**src/rtl/nh_window_builder_pkg.sv**
```systemverilog
// Shared defaults and helpers for the neighborhood window builder.
// Mirrors the network parameter header so all blocks agree on sizes.
package nh_window_builder_pkg;

    localparam int DEF_PIXEL_WIDTH = 16;
    localparam int DEF_IMG_WIDTH   = 28;
    localparam int DEF_IMG_HEIGHT  = 28;
    localparam int DEF_NH_DIM      = 2;

    // Pixels per window (NEIGHBORHOOD_SIZE).
    function automatic int nh_size(input int nh_dim);
        return nh_dim * nh_dim;
    endfunction

    // Extent of an image dimension covered by whole windows.
    function automatic int tiled_extent(input int dim, input int nh_dim);
        return (dim / nh_dim) * nh_dim;
    endfunction

endpackage

```
**src/rtl/nh_window_builder_line_buffer.sv**
```systemverilog
// Storage for the NH_DIM-1 upper rows of a band, one write port and a
// combinational NH_DIM-column read of every stored row.
module nh_window_builder_line_buffer
    import nh_window_builder_pkg::*;
#(
    parameter int PIXEL_WIDTH = DEF_PIXEL_WIDTH,
    parameter int IMG_WIDTH   = DEF_IMG_WIDTH,
    parameter int NH_DIM      = DEF_NH_DIM,
    parameter int CW          = $clog2(DEF_IMG_WIDTH),
    parameter int PH          = $clog2(DEF_NH_DIM)
) (
    input  logic                                        clock,
    input  logic                                        i_wr_en,
    input  logic [PH-1:0]                               i_wr_row,
    input  logic [CW-1:0]                               i_wr_col,
    input  logic [PIXEL_WIDTH-1:0]                      i_wr_data,
    input  logic [CW-1:0]                               i_rd_col,
    output logic [(NH_DIM-1)*NH_DIM*PIXEL_WIDTH-1:0]    o_rd_rows
);

    localparam int DEPTH = (NH_DIM - 1) * IMG_WIDTH;
    localparam int IW    = $clog2(DEPTH);
    localparam int AW    = CW + 3;

    logic [PIXEL_WIDTH-1:0] r_mem [DEPTH];
    logic [IW-1:0]          w_wr_addr;

    assign w_wr_addr = IW'(int'(i_wr_row) * IMG_WIDTH + int'(i_wr_col));

    always_ff @(posedge clock) begin
        if (i_wr_en) begin
            r_mem[w_wr_addr] <= i_wr_data;
        end
    end

    // Out-of-range reads only happen on cycles whose result is never used.
    for (genvar rr = 0; rr < NH_DIM - 1; rr++) begin : g_rd_row
        for (genvar cc = 0; cc < NH_DIM; cc++) begin : g_rd_col
            logic [AW-1:0] w_addr;
            assign w_addr = AW'(rr * IMG_WIDTH + cc) + AW'(i_rd_col);
            assign o_rd_rows[(rr*NH_DIM+cc)*PIXEL_WIDTH +: PIXEL_WIDTH] =
                (w_addr < AW'(DEPTH)) ? r_mem[w_addr[IW-1:0]] : '0;
        end
    end

endmodule

```
**src/rtl/nh_window_builder.sv**
```systemverilog
// Turns a raster pixel stream into non-overlapping NH_DIM x NH_DIM windows
// for the pooling stage, with valid/ready on both sides and latency 1.
module nh_window_builder
    import nh_window_builder_pkg::*;
#(
    parameter int PIXEL_WIDTH = DEF_PIXEL_WIDTH,
    parameter int IMG_WIDTH   = DEF_IMG_WIDTH,
    parameter int IMG_HEIGHT  = DEF_IMG_HEIGHT,
    parameter int NH_DIM      = DEF_NH_DIM
) (
    input  logic                                     clock,
    input  logic                                     reset,
    input  logic [PIXEL_WIDTH-1:0]                   pixel_in,
    input  logic                                     pixel_valid,
    output logic                                     pixel_ready,
    output logic [NH_DIM*NH_DIM*PIXEL_WIDTH-1:0]     nh_vector,
    output logic                                     nh_valid,
    input  logic                                     nh_ready,
    output logic                                     frame_done
);

    localparam int NS       = nh_size(NH_DIM);
    localparam int CW       = $clog2(IMG_WIDTH);
    localparam int RW       = $clog2(IMG_HEIGHT);
    localparam int PH       = $clog2(NH_DIM);
    localparam int COL_LIM  = tiled_extent(IMG_WIDTH, NH_DIM);
    localparam int ROW_LIM  = tiled_extent(IMG_HEIGHT, NH_DIM);
    localparam int ROW_BITS = NH_DIM * PIXEL_WIDTH;
    localparam int LB_W     = (NH_DIM - 1) * ROW_BITS;

    logic [CW-1:0]             r_col_cnt;
    logic [RW-1:0]             r_row_cnt;
    logic [PH-1:0]             r_col_ph;
    logic [PH-1:0]             r_row_ph;
    logic [ROW_BITS-1:0]       r_cur_row;
    logic [NS*PIXEL_WIDTH-1:0] r_nh_vector;
    logic                      r_nh_valid;
    logic                      r_frame_done;

    logic                      w_accept;
    logic                      w_last_col;
    logic                      w_last_row;
    logic                      w_band_last;
    logic                      w_col_ph_last;
    logic                      w_lb_wr;
    logic                      w_window_done;
    logic [ROW_BITS-1:0]       w_cur_next;
    logic [LB_W-1:0]           w_lb_rows;
    logic [CW-1:0]             w_rd_col;

    // Stall input while a window waits; keeps line-buffer reads and writes ordered.
    assign pixel_ready   = !r_nh_valid || nh_ready;
    assign w_accept      = pixel_valid && pixel_ready;
    assign w_last_col    = (r_col_cnt == CW'(IMG_WIDTH - 1));
    assign w_last_row    = (r_row_cnt == RW'(IMG_HEIGHT - 1));
    assign w_band_last   = (r_row_ph == PH'(NH_DIM - 1));
    assign w_col_ph_last = (r_col_ph == PH'(NH_DIM - 1));
    assign w_lb_wr       = w_accept && !w_band_last;
    assign w_window_done = w_accept && w_band_last && w_col_ph_last
                           && (int'(r_col_cnt) < COL_LIM)
                           && (int'(r_row_cnt) < ROW_LIM);
    assign w_cur_next    = {pixel_in, r_cur_row[ROW_BITS-1:PIXEL_WIDTH]};
    assign w_rd_col      = r_col_cnt - CW'(NH_DIM - 1);

    nh_window_builder_line_buffer #(
        .PIXEL_WIDTH (PIXEL_WIDTH),
        .IMG_WIDTH   (IMG_WIDTH),
        .NH_DIM      (NH_DIM),
        .CW          (CW),
        .PH          (PH)
    ) u_line_buffer (
        .clock     (clock),
        .i_wr_en   (w_lb_wr),
        .i_wr_row  (r_row_ph),
        .i_wr_col  (r_col_cnt),
        .i_wr_data (pixel_in),
        .i_rd_col  (w_rd_col),
        .o_rd_rows (w_lb_rows)
    );

    always_ff @(posedge clock) begin
        if (reset) begin
            r_col_cnt <= '0;
            r_row_cnt <= '0;
            r_col_ph  <= '0;
            r_row_ph  <= '0;
            r_cur_row <= '0;
        end else if (w_accept) begin
            if (w_band_last) begin
                r_cur_row <= w_cur_next;
            end
            if (w_last_col) begin
                r_col_cnt <= '0;
                r_col_ph  <= '0;
                if (w_last_row) begin
                    r_row_cnt <= '0;
                    r_row_ph  <= '0;
                end else begin
                    r_row_cnt <= r_row_cnt + RW'(1);
                    r_row_ph  <= w_band_last ? '0 : r_row_ph + PH'(1);
                end
            end else begin
                r_col_cnt <= r_col_cnt + CW'(1);
                r_col_ph  <= w_col_ph_last ? '0 : r_col_ph + PH'(1);
            end
        end
    end

    always_ff @(posedge clock) begin
        if (reset) begin
            r_nh_vector  <= '0;
            r_nh_valid   <= 1'b0;
            r_frame_done <= 1'b0;
        end else begin
            r_frame_done <= w_accept && w_last_row && w_last_col;
            if (w_window_done) begin
                r_nh_vector <= {w_cur_next, w_lb_rows};
                r_nh_valid  <= 1'b1;
            end else if (nh_ready) begin
                r_nh_valid  <= 1'b0;
            end
        end
    end

    assign nh_vector  = r_nh_vector;
    assign nh_valid   = r_nh_valid;
    assign frame_done = r_frame_done;

endmodule

```
**config.mk**
```make
export PLATFORM = sky130hd
export DESIGN_NAME = nh_window_builder
export DESIGN_NICKNAME = d
export VERILOG_FILES = /design/src/rtl/nh_window_builder_pkg.sv /design/src/rtl/nh_window_builder_line_buffer.sv /design/src/rtl/nh_window_builder.sv
export SDC_FILE = /design/constraint.sdc
export NUM_CORES = 1
export LEC_CHECK = 0
export ABC_AREA = 0
export CORE_MARGIN = 2
export CORE_UTILIZATION = 55
export DETAILED_ROUTE_END_ITERATION = 10
export MAX_ROUTING_LAYER = met4
export PLACE_DENSITY = 0.83
export SLEW_MARGIN = 30
export SYNTH_ARGS = -nofsm -noshare
export SYNTH_HDL_FRONTEND = slang
export SYNTH_HIERARCHICAL = 1
export SYNTH_SLANG_ARGS = --single-unit
```
**constraint.sdc**
```tcl
create_clock -name clock -period 6.3 [get_ports clock]
set_input_delay 1.89 -clock clock [delete_from_list [all_inputs] [get_ports clock]]
set_output_delay 1.89 -clock clock [all_outputs]
set_load 0.05 [all_outputs]
```
==> impl_metrics.csv, run 1 <==
group,metric,value,unit
sta,worst_slew_margin_rel,37.37,%
clocking,hold_buffers,0,
floorplan,placement_rows,78,
clocking,clock_insertion_delay_worst_skew,0.62,ns
sta,setup_tns,0,ns
synthesis,synth_top_cells_by_count,"448 x sky130_fd_sc_hd__edfxtp_1, 199 x sky130_fd_sc_hd__nand2_1, 164 x sky130_fd_sc_hd__mux4_2",
sta,tightest_slew,0.9395,ns
route,final_antenna_net_count,0,
synthesis,dominant_cells_by_area_after_synthesis,"sky130_fd_sc_hd__edfxtp_1 54%, sky130_fd_sc_hd__mux4_2 15%, sky130_fd_sc_hd__dfxtp_1 7.5%, sky130_fd_sc_hd__mux2_2 3.1%, sky130_fd_sc_hd__nand2_1 3.0%",
clocking,cts.htree.levels,2,
synthesis,synth_top_cell_by_area,"sky130_fd_sc_hd__edfxtp_1",
critical_path,slowest_stage,"sky130_fd_sc_hd__clkdlybuf4s50_1",
sta,timing.final.hold_violations,0,
critical_path,critPathLaunchType,"input port",
critical_path,slowest_cell_delay_on_critical_path,0.83,ns
grt,grt_antenna_before_repair,2,
clocking,clockBufferDepth,3,
synthesis,ys_ff_latch,542,
critical_path,worstSetupStartpoint,"nh_ready",
floorplan,die_width,217.5,um
synthesis,postSynthCellCount,1608,
placed_design,place.gp.congestion,0.9750,
layout,final_layout_size_suffix_gt1_share,25.78,%
grt,overall_overflow_remaining_after_global_route,0,
critical_path,worstPathMaxFanout,11,
run_status,run_status,"finished, final reports clean",
route,first_pass_iters,5,
sta,clock.fmax,0.1875,GHz
synthesis,synth-warning-count,6,
sta,unrepaired_setup_endpoints_after_global_routing,"no",
layout,post-route-cell-area,28560,um^2
grt,first_global_vias,16450,
power,power-per-cell-area,311.7,nW/um^2
synthesis,post-synth-top-area-fraction,53.67,%
floorplan,die_area,47300,um^2
sta,period_share,84.66,%
critical_path,setup.worst_path.class,"input port to primary output",
floorplan,fp.coreArea,45190,um^2
route,post_route_wl,70130,um
synthesis,synth_sequential_area_ratio,61.18,%
placed_design,port_buffers,86,
route,detailroute.via_count,16470,
layout,area.growth.synth_to_final,13.96,%
synthesis,synth_cell_type_count,59,
layout,nets,1710,
floorplan,starting_density_of_the_core,55.47,%
critical_path,worstPathArrival,3.44,ns
power,max-vdd-ir-drop,0.2177,mV
sta,setup_violation_total_in_the_final_timing_report,0,
layout,n_fill_cell,3054,
synthesis,share_of_synthesized_registers_carrying_an_async_set_or_reset,0,%
synthesis,postSynth.topFlopCell,"sky130_fd_sc_hd__edfxtp_1",
synthesis,post-synth-top-count-cell,"sky130_fd_sc_hd__edfxtp_1",
floorplan,die_h,217.5,um
synthesis,syn_area,25060,um^2
grt,grt_max_degree,95,
clocking,clock_sinks,542,
critical_path,timing.critical_path.cells,"clkdlybuf4s50_1 > nand2b_1 > buf_4 > clkdlybuf4s50_1",
sta,fin_crit,5.334,ns
layout,final-seq-area,15330,um^2
synthesis,synthesis.area_per_instance,15.59,um^2
sta,timing.clock.skew,0.02192,ns
grt,grt_use_total,30.76,%
clocking,total_clock_buffers_created_by_cts,55,
min_path,worstHoldPathType,"flip-flop to flip-flop",
clocking,cts.reportedPaths.clkPinSlew,0.06,ns
layout,multi_input_area,9121,um^2
min_path,hold_start,"r_cur_row[24]$_SDFFE_PP0P_",
job,max_cap_violations,0,
route,via_per_inst,7.061,
clocking,post_cts_resized,0,
clocking,root_buffer,"sky130_fd_sc_hd__clkbuf_16",
route,drt_drc_violations_left,0,
power,leakage,9.418,nW
placed_design,detailed_place_hpwl,41860,um
critical_path,r2r_start,"r_col_cnt[0]$_SDFFE_PP0N_",
critical_path,critical_path.endpoint_type,"primary output",
floorplan,pin_count,87,
critical_path,most_numerous_cell_on_the_critical_path,"sky130_fd_sc_hd__clkdlybuf4s50_1",
placed_design,dpl_cell_area,26630,um^2
layout,final_util,63.21,%
grt,grt_pass1_wl,103800,um
sta,final-max-slew-violation-count,0,
route,routed_wire_length_per_instance,30.07,um
synthesis,synthesis.nets,1634,
synthesis,synth_edf_count,448,
critical_path,critPathRequiredTime,4.41,ns
clocking,cts_tree,"done",
clocking,cts_setup_buffers,0,
route,drtIter0Drc,2395,
[final timing paths]
check | to | cells past startpoint | slack (ns)
max reg2reg | nh_vector[16]$_SDFFE_PP0P_ | 11 | 1.57
min | r_cur_row[24]$_SDFFE_PP0P_ | 2 | 0.46
min reg2reg | r_cur_row[24]$_SDFFE_PP0P_ | 2 | 0.46
max | pixel_ready | 4 | 0.97
[report_power, final]
part           switching [W]  internal [W]  leakage (nW)
Combinational       0.000932      0.000605          3.70
Sequential         0.0000116       0.00389          4.79
Clock                0.00141       0.00205         0.923
Total                0.00236       0.00655          9.42
[per-layer routing]
| layer | GRT usage, % | part of all wire, % |
|---|---|---|
| met5 | - | 0 |
| met4 | 15.46 | 5.4 |
| met3 | 7.964 | 12 |
| met2 | 46.03 | 46 |
| met1 | 39.23 | 36 |
[sequential cells by signal, summed over array words and instances, names as in the netlist]
name	count
nh_vector	64
nh_valid	1
r_row_ph	1
u_line_buffer/r_mem	448
frame_done	1
r_col_cnt	5
r_cur_row	16
r_col_ph	1
r_row_cnt	5
[through the flow]
| stage | total power (W) | setup WS [ns] | std cells | hold WS (ns) |
|---|---|---|---|---|
| finish | 0.008904 | 0.9662 | 2332 | 0.4573 |
| global route | 0.009104 | 0.9061 | 2332 | 0.4778 |
| floorplan | 0.004992 | 1.837 | 1608 | 0.4316 |
| detailed placement | 0.005465 | 0.9739 | 2227 | 0.4464 |
| global placement | 0.005432 | 0.9665 | 2227 | 0.4383 |
| CTS | 0.008886 | 0.9687 | 2330 | 0.4553 |
[logic make-up after synthesis]
logic type / after synthesis / synth area share, %
DFF: 542 / 61.18
and+or+nand+nor: 386 / 7.808
muxes: 294 / 20.27
AOI/OAI and AO/OA: 224 / 7.179
buffers and inverters: 147 / 2.860
xor gates and xnor gates: 9 / 0.3744
adders and majority gates: 6 / 0.3295
[layout by cell type (no fill, tap or decap), drive strengths merged, types with 4 or more instances in the layout]
cell | synthesis | layout
edfxtp | 448 | 448
a22oi | 14 | 14
nor4b | 65 | 65
mux4 | 164 | 164
nor2b | 6 | 6
clkdlybuf4s50 | 0 | 80
nand2 | 199 | 199
clkinvlp | 0 | 6
xnor2 | 6 | 6
clkbuf | 58 | 65
nor2 | 42 | 42
a31oi | 15 | 15
clkinv | 0 | 21
ha | 5 | 5
o221ai | 15 | 15
and2 | 4 | 4
a32oi | 15 | 15
nand3 | 44 | 44
mux2i | 62 | 62
a2111oi | 15 | 15
nand3b | 5 | 5
a31o | 65 | 65
buf | 80 | 77
o311a | 15 | 15
nand2b | 4 | 4
dfxtp | 94 | 94
a21oi | 29 | 29
mux2 | 68 | 68
bufinv | 0 | 9
o22ai | 32 | 32
inv | 9 | 11
[cell type report]
class | instances | area share, %
antenna | 2 | 0.01752
clock buffer | 65 | 5.173
clock inverter | 38 | 1.573
inverter | 9 | 0.1621
multi-input combinational | 919 | 31.93
sequential | 542 | 53.69
tap | 600 | 2.628
timing repair buffer | 157 | 4.827
[worst max-delay path: cells and delay by family]
family	cells	cell delay, ns
and+or+nand+nor	1	0.09
buffers and inverters	3	1.45
(Power assumes the default switching activity.)
==> inputs of run 2 (changes only) <==
Settings changed: PLACE_DENSITY 0.83 to 0.86.
Clock period 6.3 ns to 4.6 ns, I/O delays scaled along.
==> run 2 against run 1 <==
  * Critical path depth is 7 higher
  * Via count is 2.2% higher
  * Cell count is 1.1% higher
  * Sequential power is 37% higher
  * First-iteration DRC count is 9.8% higher
==> impl_metrics.csv, run 2 (synthesis results as in run 1) <==
group,metric,value,unit
layout,commonest_non_fill_non_tap_cell_in_the_layout,"sky130_fd_sc_hd__edfxtp_1",
layout,final_layout_size_suffix_gt1_share,26.24,%
min_path,worstHoldPathType,"flip-flop to flip-flop",
clocking,cts.reportedPaths.clkPinSlew,0.06,ns
run_status,run_status,"finished, final reports clean",
critical_path,critPathLaunchType,"flip-flop",
floorplan,die_width,217.5,um
critical_path,timing.critical_path.cells,"inv_6 > ha_1 > xor2_4 > nand3_1 > xnor2_2 > buf_4 > nand2_1 > o311a_1 > a2111oi_1 > nor4b_1 > a31o_2",
clocking,root_buffer,"sky130_fd_sc_hd__clkbuf_16",
sta,timing.clock.skew,0.02271,ns
layout,nets,1733,
clocking,total_clock_buffers_created_by_cts,53,
power,cell_internal_pwr,0.008459,W
layout,registers.top_by_ff_count,"u_line_buffer/r_mem",
sta,unrepaired_setup_endpoints_after_global_routing,"no",
power,total_switching_power,0.003125,W
power,power.share.switching,26.98,%
grt,grt_pass1_wl,105500,um
placed_design,place.gp.congestion,0.9586,
floorplan,die_area,47300,um^2
clocking,clockBufferDepth,3,
route,detailroute.via_count,16830,
grt,grt_use_total,31.48,%
critical_path,critPathRequiredTime,5.16,ns
floorplan,fp.coreArea,45190,um^2
grt,grt_max_degree,93,
route,drtIter0Drc,2629,
grt,grt_antenna_before_repair,5,
sta,period_share,97.46,%
route,first_pass_iters,6,
power,leakage,9.451,nW
clocking,clock_insertion_delay_worst_skew,0.62,ns
route,routed_wire_length_per_instance,30.51,um
job,max_cap_violations,0,
critical_path,critical_path.endpoint_type,"flip-flop",
clocking,cts.htree.levels,2,
clocking,post_cts_resized,0,
clocking,clock_sinks,542,
power,comb_power_share,18.4,%
layout,largest_register_ff_count,448,
layout,n_fill_cell,2999,
floorplan,starting_density_of_the_core,55.47,%
clocking,cts_tree,"done",
sta,setup_violation_total_in_the_final_timing_report,0,
critical_path,worst_path_dominant_cell_family,"compound AO/OA/AOI/OAI gates",
critical_path,worstPathMaxFanout,30,
placed_design,port_buffers,86,
sta,worst_slew_margin_rel,37.16,%
grt,overall_overflow_remaining_after_global_route,0,
sta,setup_tns,0,ns
floorplan,placement_rows,78,
critical_path,slowest_stage,"sky130_fd_sc_hd__a2111oi_1",
sta,fin_crit,4.483,ns
power,power_frac_clock,35.4,%
route,final_antenna_net_count,0,
sta,final-max-slew-violation-count,0,
critical_path,setup.worst_path.class,"flip-flop to flip-flop",
placed_design,place_inst,2252,
critical_path,worst-path-buf-inv,2,
layout,final_cell_count_no_fill,2357,
grt,first_global_vias,16540,
power,seq_power_share,46.2,%
power,power-per-cell-area,406.5,nW/um^2
layout,area.growth.synth_to_final,13.70,%
sta,timing.final.hold_violations,0,
layout,final_cell_mix,"448 x sky130_fd_sc_hd__edfxtp_1, 199 x sky130_fd_sc_hd__nand2_1, 164 x sky130_fd_sc_hd__mux4_2",
floorplan,die_h,217.5,um
floorplan,pin_count,87,
critical_path,worstPathArrival,5.04,ns
clocking,hold_buffers,0,
power,max-vdd-ir-drop,0.2797,mV
route,via_per_inst,7.138,
sta,clock.fmax,0.2231,GHz
critical_path,slowest_cell_delay_on_critical_path,0.83,ns
route,post_route_wl,71920,um
clocking,cts_setup_buffers,0,
sta,tightest_slew,0.9397,ns
placed_design,detailed_place_hpwl,45830,um
route,drt_drc_violations_left,0,
-- run 2: power by group through the flow --
stage          combinational [W]  sequential [W]  clock [W]
2_1_floorplan            0.00139         0.00545          0
3_3_place_gp             0.00200         0.00545          0
3_5_place_dp             0.00204         0.00545          0
4_1_cts                  0.00206         0.00535    0.00413
5_1_grt                  0.00219         0.00535    0.00432
6_report                 0.00213         0.00535    0.00410
-- run 2: tightest hold or removal path, delay by kind of cell, from the launching register on --
family | cells | cell delay, ns
DFF | 1 | 0.31
AOI/OAI and AO/OA | 1 | 0.05
and+or+nand+nor | 1 | 0.05
-- run 2: area by class of cell --
| type | count | area, um^2 | area share [%] |
|---|---|---|---|
| tap | 600 | 750.7 | 2.634 |
| inverter | 9 | 46.29 | 0.1625 |
| antenna | 8 | 20.02 | 0.07025 |
| timing repair buffer | 182 | 1604 | 5.629 |
| clock buffer | 68 | 1444 | 5.067 |
| multi-input combinational | 919 | 9111 | 31.97 |
| clock inverter | 29 | 186.4 | 0.6542 |
| sequential | 542 | 15330 | 53.81 |
-- run 2: through the flow --
step / util, % / total power, W / area, um^2 / hold WS, ns / setup slack [ns]
floorplan: - / 0.006838 / 25060 / 0.4316 / 0.6473
global route: 63.06 / 0.01186 / 28490 / 0.4758 / 0.02054
finish: 63.07 / 0.01158 / 28500 / 0.4548 / 0.1169
global placement: 59.45 / 0.007443 / 26860 / 0.4385 / 0.5435
CTS: 63.03 / 0.01153 / 28480 / 0.4587 / 0.4514
detailed placement: 59.43 / 0.007489 / 26850 / 0.4485 / 0.4724
-- run 2: worst paths after layout --
kind                                                  from                         end  slack, ns  cells after the start
worst min-delay path            r_cur_row[20]$_SDFFE_PP0P_  r_cur_row[20]$_SDFFE_PP0P_       0.45                      2
worst max register to register   r_col_cnt[0]$_SDFFE_PP0N_  nh_vector[18]$_SDFFE_PP0P_       0.12                     11
worst max-delay path             r_col_cnt[0]$_SDFFE_PP0N_  nh_vector[18]$_SDFFE_PP0P_       0.12                     11
worst min register to register  r_cur_row[20]$_SDFFE_PP0P_  r_cur_row[20]$_SDFFE_PP0P_       0.45                      2
-- run 2: per-layer routing --
layer | up-vias | global-route usage [%] | wire length, um
met5 | - | - | 0
met4 | 0 | 15.34 | 3871
met3 | 268 | 9.526 | 10440
met2 | 1467 | 46.67 | 33000
met1 | 8368 | 39.79 | 24610
li1 | 6722 | - | -
